[src/rtl/uart_pkg.sv]
// Shared definitions for the UART receive path: FSM encodings, default bit
// timing and the layout of a receive FIFO entry.
package uart_pkg;

  localparam int CLKS_PER_BIT = 217;

  localparam int PE_BIT  = 9;
  localparam int FE_BIT  = 8;
  localparam int ENTRY_W = 10;

  localparam logic [2:0] ST_IDLE      = 3'd0;
  localparam logic [2:0] ST_START     = 3'd1;
  localparam logic [2:0] ST_DATA      = 3'd2;
  localparam logic [2:0] ST_PARITY    = 3'd3;
  localparam logic [2:0] ST_STOP      = 3'd4;
  localparam logic [2:0] ST_WAIT_IDLE = 3'd5;

  typedef struct packed {
    logic       pe;
    logic       fe;
    logic [7:0] data;
  } rx_entry_t;

endpackage

[src/rtl/uart_rx_fifo_if.sv]
// Consumer-side handshake of the UART receiver: head byte, its error flags,
// valid and ready.
interface uart_rx_fifo_if;

  logic [7:0] rx_data_out;
  logic       rx_dv;
  logic       rx_ready;
  logic       rx_frame_err;
  logic       rx_parity_err;

  modport master (
    output rx_data_out,
    output rx_dv,
    output rx_frame_err,
    output rx_parity_err,
    input  rx_ready
  );

  modport slave (
    input  rx_data_out,
    input  rx_dv,
    input  rx_frame_err,
    input  rx_parity_err,
    output rx_ready
  );

endinterface

[src/rtl/uart_rx_fifo_sync_fifo.sv]
// Synchronous register FIFO with push/pop, full/empty and occupancy count.
// A push while full is ignored unless a pop happens in the same clock.
module sync_fifo #(
  parameter int WIDTH = 10,
  parameter int DEPTH = 4
) (
  input  logic                   clk,
  input  logic                   rst,
  input  logic                   push_i,
  input  logic [WIDTH-1:0]       data_i,
  input  logic                   pop_i,
  output logic [WIDTH-1:0]       data_o,
  output logic                   full_o,
  output logic                   empty_o,
  output logic [$clog2(DEPTH):0] count_o
);

  localparam int AW = $clog2(DEPTH);
  localparam int CW = AW + 1;

  logic [WIDTH-1:0] mem_q [DEPTH];
  logic [AW-1:0]    wr_ptr_q;
  logic [AW-1:0]    rd_ptr_q;
  logic [CW-1:0]    count_q;
  logic             do_push;
  logic             do_pop;

  assign full_o  = (count_q == CW'(DEPTH));
  assign empty_o = (count_q == '0);
  assign count_o = count_q;
  assign data_o  = mem_q[rd_ptr_q];

  assign do_pop  = pop_i && !empty_o;
  assign do_push = push_i && (!full_o || do_pop);

  // Storage resets to zero so the head reads 0 straight out of reset.
  always_ff @(posedge clk) begin
    if (rst) begin
      wr_ptr_q <= '0;
      rd_ptr_q <= '0;
      count_q  <= '0;
      for (int i = 0; i < DEPTH; i++) mem_q[i] <= '0;
    end else begin
      if (do_push) begin
        mem_q[wr_ptr_q] <= data_i;
        wr_ptr_q        <= wr_ptr_q + 1'b1;
      end
      if (do_pop) rd_ptr_q <= rd_ptr_q + 1'b1;
      case ({do_push, do_pop})
        2'b10:   count_q <= count_q + 1'b1;
        2'b01:   count_q <= count_q - 1'b1;
        default: count_q <= count_q;
      endcase
    end
  end

endmodule

[src/rtl/uart_rx_fifo.sv]
// Oversampling UART receiver (8 data bits, optional parity, 1 stop bit) with
// glitch rejection, framing/parity/break detection and a receive FIFO.
module uart_rx_fifo
  import uart_pkg::*;
#(
  parameter int cpb        = CLKS_PER_BIT,
  parameter bit parity_en  = 1'b0,
  parameter bit parity_odd = 1'b0,
  parameter int fifo_depth = 4
) (
  input  logic           clk,
  input  logic           rst,
  input  logic           rx_data_in,
  uart_rx_fifo_if.master rx_if,
  output logic           rx_overrun,
  output logic           rx_break,
  output logic           rx_busy
);

  localparam int CW = $clog2(cpb);
  localparam logic [CW-1:0] CNT_LAST = CW'(cpb - 1);
  localparam logic [CW-1:0] CNT_S0   = CW'(cpb / 2 - 1);
  localparam logic [CW-1:0] CNT_S1   = CW'(cpb / 2);
  localparam logic [CW-1:0] CNT_S2   = CW'(cpb / 2 + 1);

  logic [1:0]    sync_q;
  logic [1:0]    vld_q;
  logic          line_hi_q;
  logic [2:0]    state_q, state_d;
  logic [CW-1:0] cnt_q, cnt_d;
  logic [2:0]    bit_q, bit_d;
  logic [7:0]    shreg_q, shreg_d;
  logic [1:0]    smp_q, smp_d;
  logic          pe_q, pe_d;
  logic          par_q, par_d;
  logic          break_q, overrun_q;
  logic          brk, push, maj, at_mid, rx_s;
  rx_entry_t     push_entry;
  logic [ENTRY_W-1:0] head;
  logic          fifo_full, fifo_empty;

  assign rx_s   = sync_q[1];
  assign maj    = (smp_q[0] & smp_q[1]) | (smp_q[0] & rx_s) | (smp_q[1] & rx_s);
  assign at_mid = (cnt_q == CNT_S2);

  always_comb begin
    state_d    = state_q;
    cnt_d      = (cnt_q == CNT_LAST) ? '0 : cnt_q + 1'b1;
    bit_d      = bit_q;
    shreg_d    = shreg_q;
    smp_d      = smp_q;
    pe_d       = pe_q;
    par_d      = par_q;
    push       = 1'b0;
    brk        = 1'b0;
    push_entry = '0;
    if (cnt_q == CNT_S0) smp_d[0] = rx_s;
    if (cnt_q == CNT_S1) smp_d[1] = rx_s;
    case (state_q)
      ST_IDLE: begin
        cnt_d = '0;
        if (line_hi_q && !rx_s) state_d = ST_START;
      end
      ST_START: begin
        if (at_mid && maj) state_d = ST_IDLE;
        else if (cnt_q == CNT_LAST) begin
          state_d = ST_DATA;
          bit_d   = '0;
          pe_d    = 1'b0;
          par_d   = 1'b0;
        end
      end
      ST_DATA: begin
        if (at_mid) shreg_d = {maj, shreg_q[7:1]};
        if (cnt_q == CNT_LAST) begin
          if (bit_q == 3'd7) state_d = parity_en ? ST_PARITY : ST_STOP;
          else               bit_d   = bit_q + 3'd1;
        end
      end
      ST_PARITY: begin
        if (at_mid) begin
          par_d = maj;
          pe_d  = ((^shreg_q) ^ parity_odd) != maj;
        end
        if (cnt_q == CNT_LAST) state_d = ST_STOP;
      end
      ST_STOP: begin
        // A good stop bit frees the FSM at mid-bit so back-to-back frames resync.
        if (at_mid) begin
          if (maj) begin
            push       = 1'b1;
            push_entry = '{pe: pe_q, fe: 1'b0, data: shreg_q};
            state_d    = ST_IDLE;
          end else if (shreg_q == 8'h00 && (!parity_en || !par_q)) begin
            brk     = 1'b1;
            state_d = ST_WAIT_IDLE;
          end else begin
            push       = 1'b1;
            push_entry = '{pe: pe_q, fe: 1'b1, data: shreg_q};
            state_d    = ST_WAIT_IDLE;
          end
        end
      end
      ST_WAIT_IDLE: begin
        cnt_d = '0;
        if (rx_s) state_d = ST_IDLE;
      end
      default: state_d = ST_IDLE;
    endcase
  end

  // line_hi_q only trusts the synchronizer once real line samples have
  // replaced its reset value, so a line held low through reset never starts a frame.
  always_ff @(posedge clk) begin
    if (rst) begin
      sync_q    <= 2'b11;
      vld_q     <= 2'b00;
      line_hi_q <= 1'b0;
      state_q   <= ST_IDLE;
      cnt_q     <= '0;
      bit_q     <= '0;
      shreg_q   <= '0;
      smp_q     <= '0;
      pe_q      <= 1'b0;
      par_q     <= 1'b0;
      break_q   <= 1'b0;
      overrun_q <= 1'b0;
    end else begin
      sync_q    <= {sync_q[0], rx_data_in};
      vld_q     <= {vld_q[0], 1'b1};
      line_hi_q <= vld_q[1] & rx_s;
      state_q   <= state_d;
      cnt_q     <= cnt_d;
      bit_q     <= bit_d;
      shreg_q   <= shreg_d;
      smp_q     <= smp_d;
      pe_q      <= pe_d;
      par_q     <= par_d;
      break_q   <= brk;
      overrun_q <= push && fifo_full && !rx_if.rx_ready;
    end
  end

  sync_fifo #(
    .WIDTH (ENTRY_W),
    .DEPTH (fifo_depth)
  ) u_fifo (
    .clk     (clk),
    .rst     (rst),
    .push_i  (push),
    .data_i  (push_entry),
    .pop_i   (rx_if.rx_ready),
    .data_o  (head),
    .full_o  (fifo_full),
    .empty_o (fifo_empty),
    .count_o ()
  );

  assign rx_if.rx_dv         = !fifo_empty;
  assign rx_if.rx_data_out   = head[7:0];
  assign rx_if.rx_frame_err  = head[FE_BIT];
  assign rx_if.rx_parity_err = head[PE_BIT];
  assign rx_overrun          = overrun_q;
  assign rx_break            = break_q;
  assign rx_busy             = (state_q != ST_IDLE);

endmodule

[src/flat_wrapper.sv]
// flat-port wrapper written by rule: the top's interface ports become plain ports
module uart_rx_fifo_flat import uart_pkg::*;
#(
  parameter int cpb        = CLKS_PER_BIT,
  parameter bit parity_en  = 1'b0,
  parameter bit parity_odd = 1'b0,
  parameter int fifo_depth = 4
)
  (clk, rst, rx_data_in, rx_overrun, rx_break, rx_busy, rx_if_rx_data_out, rx_if_rx_dv, rx_if_rx_frame_err, rx_if_rx_parity_err, rx_if_rx_ready);
  uart_rx_fifo_if rx_if_i ();
  input  logic clk;
  input  logic rst;
  input  logic rx_data_in;
  output logic rx_overrun;
  output logic rx_break;
  output logic rx_busy;
  output wire logic [$bits(rx_if_i.rx_data_out)-1:0] rx_if_rx_data_out;
  output wire logic [$bits(rx_if_i.rx_dv)-1:0] rx_if_rx_dv;
  output wire logic [$bits(rx_if_i.rx_frame_err)-1:0] rx_if_rx_frame_err;
  output wire logic [$bits(rx_if_i.rx_parity_err)-1:0] rx_if_rx_parity_err;
  input wire logic [$bits(rx_if_i.rx_ready)-1:0] rx_if_rx_ready;
  assign rx_if_rx_data_out = rx_if_i.rx_data_out;
  assign rx_if_rx_dv = rx_if_i.rx_dv;
  assign rx_if_rx_frame_err = rx_if_i.rx_frame_err;
  assign rx_if_rx_parity_err = rx_if_i.rx_parity_err;
  assign rx_if_i.rx_ready = rx_if_rx_ready;
  uart_rx_fifo #(.cpb(cpb), .parity_en(parity_en), .parity_odd(parity_odd), .fifo_depth(fifo_depth)) u_core (.clk(clk), .rst(rst), .rx_data_in(rx_data_in), .rx_if(rx_if_i), .rx_overrun(rx_overrun), .rx_break(rx_break), .rx_busy(rx_busy));
endmodule
[config.mk]
export PLATFORM = sky130hd
export DESIGN_NAME = uart_rx_fifo_flat
export DESIGN_NICKNAME = d
export VERILOG_FILES = /design/src/rtl/uart_pkg.sv /design/src/rtl/uart_rx_fifo_if.sv /design/src/rtl/uart_rx_fifo_sync_fifo.sv /design/src/rtl/uart_rx_fifo.sv /design/src/flat_wrapper.sv
export SDC_FILE = /design/constraint.sdc
export NUM_CORES = 1
export LEC_CHECK = 0
export CAP_MARGIN = 10
export CORE_MARGIN = 2
export CORE_UTILIZATION = 60
export DETAILED_ROUTE_END_ITERATION = 8
export GPL_TIMING_DRIVEN = 0
export PLACE_DENSITY_LB_ADDON = 0.3
export REMOVE_ABC_BUFFERS = 1
export SYNTH_ARGS = -nofsm -noshare
export SYNTH_HDL_FRONTEND = slang
export SYNTH_SLANG_ARGS = --single-unit
export TNS_END_PERCENT = 30
[constraint.sdc]
create_clock -name clk -period 2.95 [get_ports clk]
set_input_delay 0.885 -clock clk [delete_from_list [all_inputs] [get_ports clk]]
set_output_delay 0.885 -clock clk [all_outputs]
set_load 0.01 [all_outputs]
# ---- Word level (Yosys, flattened, before mapping)
# Memory sizes are Yosys's and may differ from the RTL's. A register that Yosys moved wholly into a read port is not among the register bits.
# Index checks and enable logic that the tools add are counted.
dict set report totals {
  register_bits 39
  ram_bits 40
  input_bits 4
  elab_cells 122
  n_memories 1
}
dict set report classes {
  n_addsub 6
  eq_ne 25
  muxes 40
  bitwise 8
  reduce_logical 26
}
# name depth width read_ports rd_ports_with_merged_regs wr line
set mem_list {}
lappend mem_list {u_core.u_fifo.mem_q 4 10 1 1 4 uart_rx_fifo_sync_fifo.sv:21} ;# logic [WIDTH-1:0] mem_q [DEPTH];
# cell n
set ops {}
lappend ops {{10-bit two-way mux} 5}
lappend ops {{3-bit two-way mux} 13}
lappend ops {{8-bit by 7-bit == test with 1-bit output, second input constant} 3}
lappend ops {{3-bit case mux with 6 select lines} 1}
lappend ops {{2-bit by 1-bit inequality test with 1-bit output, second input constant} 8}
lappend ops {{1-bit two-way mux} 15}
lappend ops {{3-bit == test, second input constant} 4}
lappend ops {{3-bit case mux with 2 select lines} 2}
lappend ops {{10-bit OR reduction} 1}
lappend ops {{8-bit by 1-bit adder with 8-bit output, second input constant} 1}
lappend ops {{8-bit == test, second input constant} 1}
lappend ops {{8-bit zero test} 1}
lappend ops {{4-bit OR reduction} 2}
lappend ops {{8-bit XOR reduction} 1}
lappend ops {{7-bit AND reduction} 1}
lappend ops {{3-bit by 1-bit adder with 3-bit output, second input constant} 2}
lappend ops {{3-bit by 2-bit == test with 1-bit output, second input constant} 2}
lappend ops {{1-bit logical AND} 6}
lappend ops {{3-bit zero test} 2}
lappend ops {{2-bit two-way mux} 3}
lappend ops {{2-bit nonzero test} 3}
lappend ops {{5-bit AND reduction} 1}
lappend ops {{2-bit by 1-bit adder with 2-bit output, second input constant} 2}
lappend ops {{1-bit bitwise AND} 4}
lappend ops {{15 further kinds} 21}

# ---- Longest topological paths before layout
dict set report logic_depth {
  depth_word 12
  depth_mapped 11
  mapped_depth_nobuf 11
}

# ---- By module
# From an unflattened synthesis, not the netlist that was laid out.
dict set report unflattened {
  cells_unflattened 331
  area_unflattened_um2 3826.2
}
# module instances cells_per_inst area_each_um2 seq_area_each_um2
set by_module_without_submodules {}
lappend by_module_without_submodules {sync_fifo 1 149 2184.6 1381.3}
lappend by_module_without_submodules {uart_rx_fifo 1 182 1641.6 640.6}

# ---- Least setup slack after synthesis
# Ideal clock, no wire load.
dict set report synth_path {
  path_kind {input port to flip-flop}
  start {input rx_if_rx_ready}
  end {register u_core.u_fifo.count_q[2], in the netlist u_core.u_fifo.count_o[2]}
  setup_ns 0.123
  t_arrival_ns 2.644
  required_ns 2.827
  slack_ns 0.183
  cell_stages 8
  path_buffers 0
  cell_sequence {o31a_1 -> o31a_1 -> inv_1 -> fa_1 -> or3_1 -> nor4_1 -> a21oi_1 -> mux2_1}
}
dict set report synth_between {
  elab_chain_cells 5
  word_cells_on_any_way 7
  classes_between {eq/ne: 2; mux: 1; reduce/logical: 4}
}
# element line
set synth_lines {}
lappend synth_lines {{from (decl)} flat_wrapper.sv:21} ;# input wire logic [$bits(rx_if_i.rx_ready)-1:0] rx_if_rx_ready;
lappend synth_lines {{1-bit logical AND (*)} uart_rx_fifo_sync_fifo.sv:33} ;# assign do_pop = pop_i && !empty_o;
lappend synth_lines {{1-bit logical OR} uart_rx_fifo_sync_fifo.sv:34} ;# assign do_push = push_i && (!full_o || do_pop);
lappend synth_lines {{1-bit logical AND} uart_rx_fifo_sync_fifo.sv:34}
lappend synth_lines {{2-bit by 1-bit == test with 1-bit output or 2-bit == test (tied branches)} uart_rx_fifo_sync_fifo.sv:49} ;# case ({do_push, do_pop})
lappend synth_lines {{3-bit case mux with 2 select lines or 2-bit nonzero test (tied branches)} n/a}
lappend synth_lines {{to (signal assigned)} uart_rx_fifo_sync_fifo.sv:50} ;# 2'b10: count_q <= count_q + 1'b1;
lappend synth_lines {{to (signal assigned)} uart_rx_fifo_sync_fifo.sv:51} ;# 2'b01: count_q <= count_q - 1'b1;
lappend synth_lines {{to (signal assigned)} uart_rx_fifo_sync_fifo.sv:52} ;# default: count_q <= count_q;
lappend synth_lines {{to (decl)} uart_rx_fifo_sync_fifo.sv:24} ;# logic [CW-1:0] count_q;
# Every way passes the cells marked *; elsewhere a longest branch is shown, timed or not.
# A chain may end at the register's enable or synchronous reset.

==> insert_results.sql <==
INSERT INTO impl_metrics (metric_group, metric, value, unit) VALUES
('status', 'status', 'completed', ''),
('power_and_ir_drop', 'peakVddDrop', '0.000493', 'V'),
('setup_path', 'crit_required', '2070', 'ps'),
('synth', 'synth-async-reset-ratio', '0', '%'),
('finish', 'antennaDiodeCount', '0', ''),
('synth', 'synth-edff-count', '40', ''),
('sta', 'fin_setup_tns', '0', 'ps'),
('detailed_routing', 'totalWireLength', '6630', 'um'),
('sta', 'skew', '8.72', 'ps'),
('sta', 'period_needed', '2860', 'ps'),
('setup_path', 'worst-setup-path-type', 'register to primary output', ''),
('setup_path', 'critPathCaptureType', 'primary output', ''),
('global_route', 'pin_count_of_the_biggest_net_entering_global_routing', '32', ''),
('power_and_ir_drop', 'power', '2560', 'uW'),
('synth', 'average_size_of_a_mapped_cell', '11.2', 'um2'),
('power_and_ir_drop', 'power_per_cell_area', '609', 'nW/um2'),
('global_route', 'antenna_found_initial', '0', ''),
('detailed_routing', 'total_drc_errors_in_the_routed_layout', '0', ''),
('finish', 'mostFrequentLayoutCell', 'sky130_fd_sc_hd__nor2_1', ''),
('detailed_routing', 'detailroute.via_count', '2451', ''),
('finish', 'layout-area-overhead-vs-synth', '11.7', '%'),
('detailed_routing', 'detail_route.wl_per_cell', '15.3', 'um'),
('detailed_routing', 'number_of_vias_per_cell_after_detailed_routing', '5.67', ''),
('power_and_ir_drop', 'static-leakage-power', '0.00147', 'uW'),
('clocking', 'cts_root_buf', 'sky130_fd_sc_hd__clkbuf_8', ''),
('placed_design', 'place_congestion', '0.802', ''),
('setup_path', 'worst_path_max_delay_cell', 'sky130_fd_sc_hd__dfxtp_2', ''),
('synth', 'yosys_warnings', '0', ''),
('sta', 'rsz0062_at_grt', 'no', ''),
('global_route', 'combined_global_route_utilization_of_all_metal_layers', '20.2', '%'),
('setup_path', 'critPathMaxStageDelay', '560', 'ps'),
('setup_path', 'worst_path_dominant_cell_family', 'flip-flops', ''),
('sta', 'finalHoldViolCount', '0', ''),
('synth', 'mappedNetlistArea', '3760', 'um2'),
('finish', 'final.fill_count', '458', ''),
('floorplan', 'chipHeight', '83.2', 'um'),
('global_route', 'first_global_vias', '2357', ''),
('synth', 'ys_top_cells_by_area', 'sky130_fd_sc_hd__edfxtp_1 32%, sky130_fd_sc_hd__dfxtp_1 22%, sky130_fd_sc_hd__nor2_1 6.3%', ''),
('clocking', 'cts_htree_levels', '3', ''),
('synth', 'synth.yosys.seq_area_share', '53.7', '%'),
('floorplan', 'fp.dieW', '83.2', 'um'),
('detailed_routing', 'dr.pass1.iters', '4', ''),
('finish', 'layout.nets', '366', ''),
('run', 'max_cap_violations', '0', ''),
('floorplan', 'initial_core_util', '62.8', '%'),
('synth', 'synth_flop_cell', 'sky130_fd_sc_hd__dfxtp_1', ''),
('worst_hold_path', 'timing.hold.worst.class', 'register to register', ''),
('clocking', 'cts_buffer_depth', '2', ''),
('sta', 'setup_violations', '0', ''),
('setup_path', 'critical_path_fanouts_max', '10', ''),
('clocking', 'cts_tree', 'yes', ''),
('floorplan', 'num_io_pins', '18', ''),
('placed_design', 'dp_cells', '412', ''),
('placed_design', 'input_output_buffers', '17', ''),
('detailed_routing', 'first_iteration_detailed_routing_drc_count', '143', ''),
('synth', 'yosysTopAreaCell', 'sky130_fd_sc_hd__edfxtp_1', ''),
('floorplan', 'die_area', '6920', 'um2'),
('setup_path', 'crit_path_start_kind', 'register', ''),
('global_route', 'global_route_wire_length_before_repair', '11100', 'um'),
('detailed_routing', 'postRouteAntennaNets', '0', ''),
('synth', 'synth-seq-cells', '81', ''),
('setup_path', 'arrival', '1980', 'ps'),
('sta', 'worst_hold_slack', '413', 'ps'),
('global_route', 'globalRouteOverflowTotal', '0', ''),
('setup_path', 'crit_path_cell_trace', 'mux4_2 > clkdlybuf4s50_1', ''),
('sta', 'fmaxAchievable', '350', 'MHz'),
('clocking', 'tritoncts.num_buffers', '9', ''),
('synth', 'synth_cell_types', '60', ''),
('clocking', 'ctsHoldBuffers', '0', ''),
('sta', 'finalMaxSlewViolations', '0', ''),
('synth', 'syn-instance-count', '335', '');
[per-stage QoR]
step	setup slack [ps]	utilization, %	instance area (um2)
after floorplan	183	-	3680
after global routing	9.28	70.2	4200
after detailed placement	-1080	65.8	3940
after global placement	-1070	65.8	3940
final	89.1	70.2	4200
after CTS	-156	69.2	4150
[power by group]
part / switching [uW] / internal, uW / total, uW
logic: 163 / 266 / 429
registers: 89.3 / 1240 / 1320
clock network: 409 / 396 / 805
total: 661 / 1900 / 2560
[flip-flops by register name, summed over array words and instances (netlist names), named ones only]
name,count
u_core.bit_q,3
u_core.state_q,3
u_core.shreg_q,8
u_core.u_fifo.rd_ptr_q,2
u_core.smp_q,2
u_core.cnt_q,8
u_core.line_hi_q,1
u_core.rx_break,1
u_core.u_fifo.wr_ptr_q,2
u_core.rx_overrun,1
u_core.u_fifo.count_o,3
u_core.u_fifo.mem_q,40
u_core.pe_q,1
u_core.sync_q,2
u_core.vld_q,2
[worst register-to-register path, stage by stage (launching register included)]
cell and delay (ps):
sky130_fd_sc_hd__dfxtp_1 360, sky130_fd_sc_hd__inv_1 90, sky130_fd_sc_hd__ha_1 150, sky130_fd_sc_hd__nand4_1 250, sky130_fd_sc_hd__nor2_4 220, sky130_fd_sc_hd__o31a_1 270
sky130_fd_sc_hd__inv_1 80, sky130_fd_sc_hd__fa_1 380, sky130_fd_sc_hd__or3_1 400, sky130_fd_sc_hd__nor4_2 150, sky130_fd_sc_hd__a21oi_1 80, sky130_fd_sc_hd__mux2_1 310
[cell usage after synthesis, types with 2 or more instances]
master,count
sky130_fd_sc_hd__nor3_1,7
sky130_fd_sc_hd__edfxtp_1,40
sky130_fd_sc_hd__or2_2,2
sky130_fd_sc_hd__xor2_1,4
sky130_fd_sc_hd__buf_1,2
sky130_fd_sc_hd__a21oi_1,4
sky130_fd_sc_hd__buf_2,4
sky130_fd_sc_hd__buf_6,3
sky130_fd_sc_hd__nor2_1,63
sky130_fd_sc_hd__mux2i_1,13
sky130_fd_sc_hd__xnor2_1,10
sky130_fd_sc_hd__nand3_2,2
sky130_fd_sc_hd__nor2b_1,5
sky130_fd_sc_hd__or3_1,3
sky130_fd_sc_hd__nand4_1,3
sky130_fd_sc_hd__mux2_1,2
sky130_fd_sc_hd__and3_1,4
sky130_fd_sc_hd__mux4_2,10
sky130_fd_sc_hd__nor4_2,2
sky130_fd_sc_hd__a31oi_1,2
sky130_fd_sc_hd__ha_1,9
sky130_fd_sc_hd__nand3_1,6
sky130_fd_sc_hd__o31a_1,2
sky130_fd_sc_hd__dfxtp_1,41
sky130_fd_sc_hd__or3_4,2
sky130_fd_sc_hd__nor4_1,2
sky130_fd_sc_hd__nor2_2,3
sky130_fd_sc_hd__inv_1,19
sky130_fd_sc_hd__nor4b_2,2
sky130_fd_sc_hd__o21ai_0,3
sky130_fd_sc_hd__nand2_1,28
sky130_fd_sc_hd__clkbuf_1,5
[timing repair]
item / in CTS / in global routing
endpoints found under the setup margin: 93 / 21
buffers inserted: 0 / 4
pin swaps: 0 / 1
gates resized for setup: 5 / 6
[layer usage]
layer,wire (um),GRT usage (%),part of all wire [%],vias to the layer above
met4,114,8.05,1.7,0
met1,2830,24.9,43,1175
li1,-,-,-,1214
met5,0,0,0,-
met2,3450,35.0,52,53
met3,237,3.68,3.6,9
[worst paths after layout]
path / depth (start not counted) / to / slack [ps] / start
setup / recovery: 2 / rx_if_rx_data_out[5] / 90 / register
hold / removal: 1 / u_core.sync_q[1] / 410 / u_core.sync_q[0]
setup reg to reg: 11 / u_core.u_fifo.count_o[2] / 100 / u_core.shreg_q[2]
hold reg to reg: 1 / u_core.sync_q[1] / 410 / u_core.sync_q[0]
[cells by family after synthesis]
logic type	after synthesis	synth area share [%]
AO/OA/AOI/OAI	22	4.29
adder cells (fa/ha/maj)	11	3.82
flip-flops	81	53.7
AND/OR/NAND/NOR	147	20.5
buffers and inverters	35	4.32
multiplexers	25	10.0
XOR/XNOR	14	3.26
[layout make-up]
class                   count  area [um2]  area share [%]
well taps                  75        93.8            2.23
clock buffers               9         124            2.95
clock inverters             7        78.8            1.88
repair buffers             21         204            4.85
multi-input cells         219        1600            38.2
flip-flops and latches     81        2020            48.1
inverters                  20        76.3            1.82
Power figures use the tool's default switching activity.
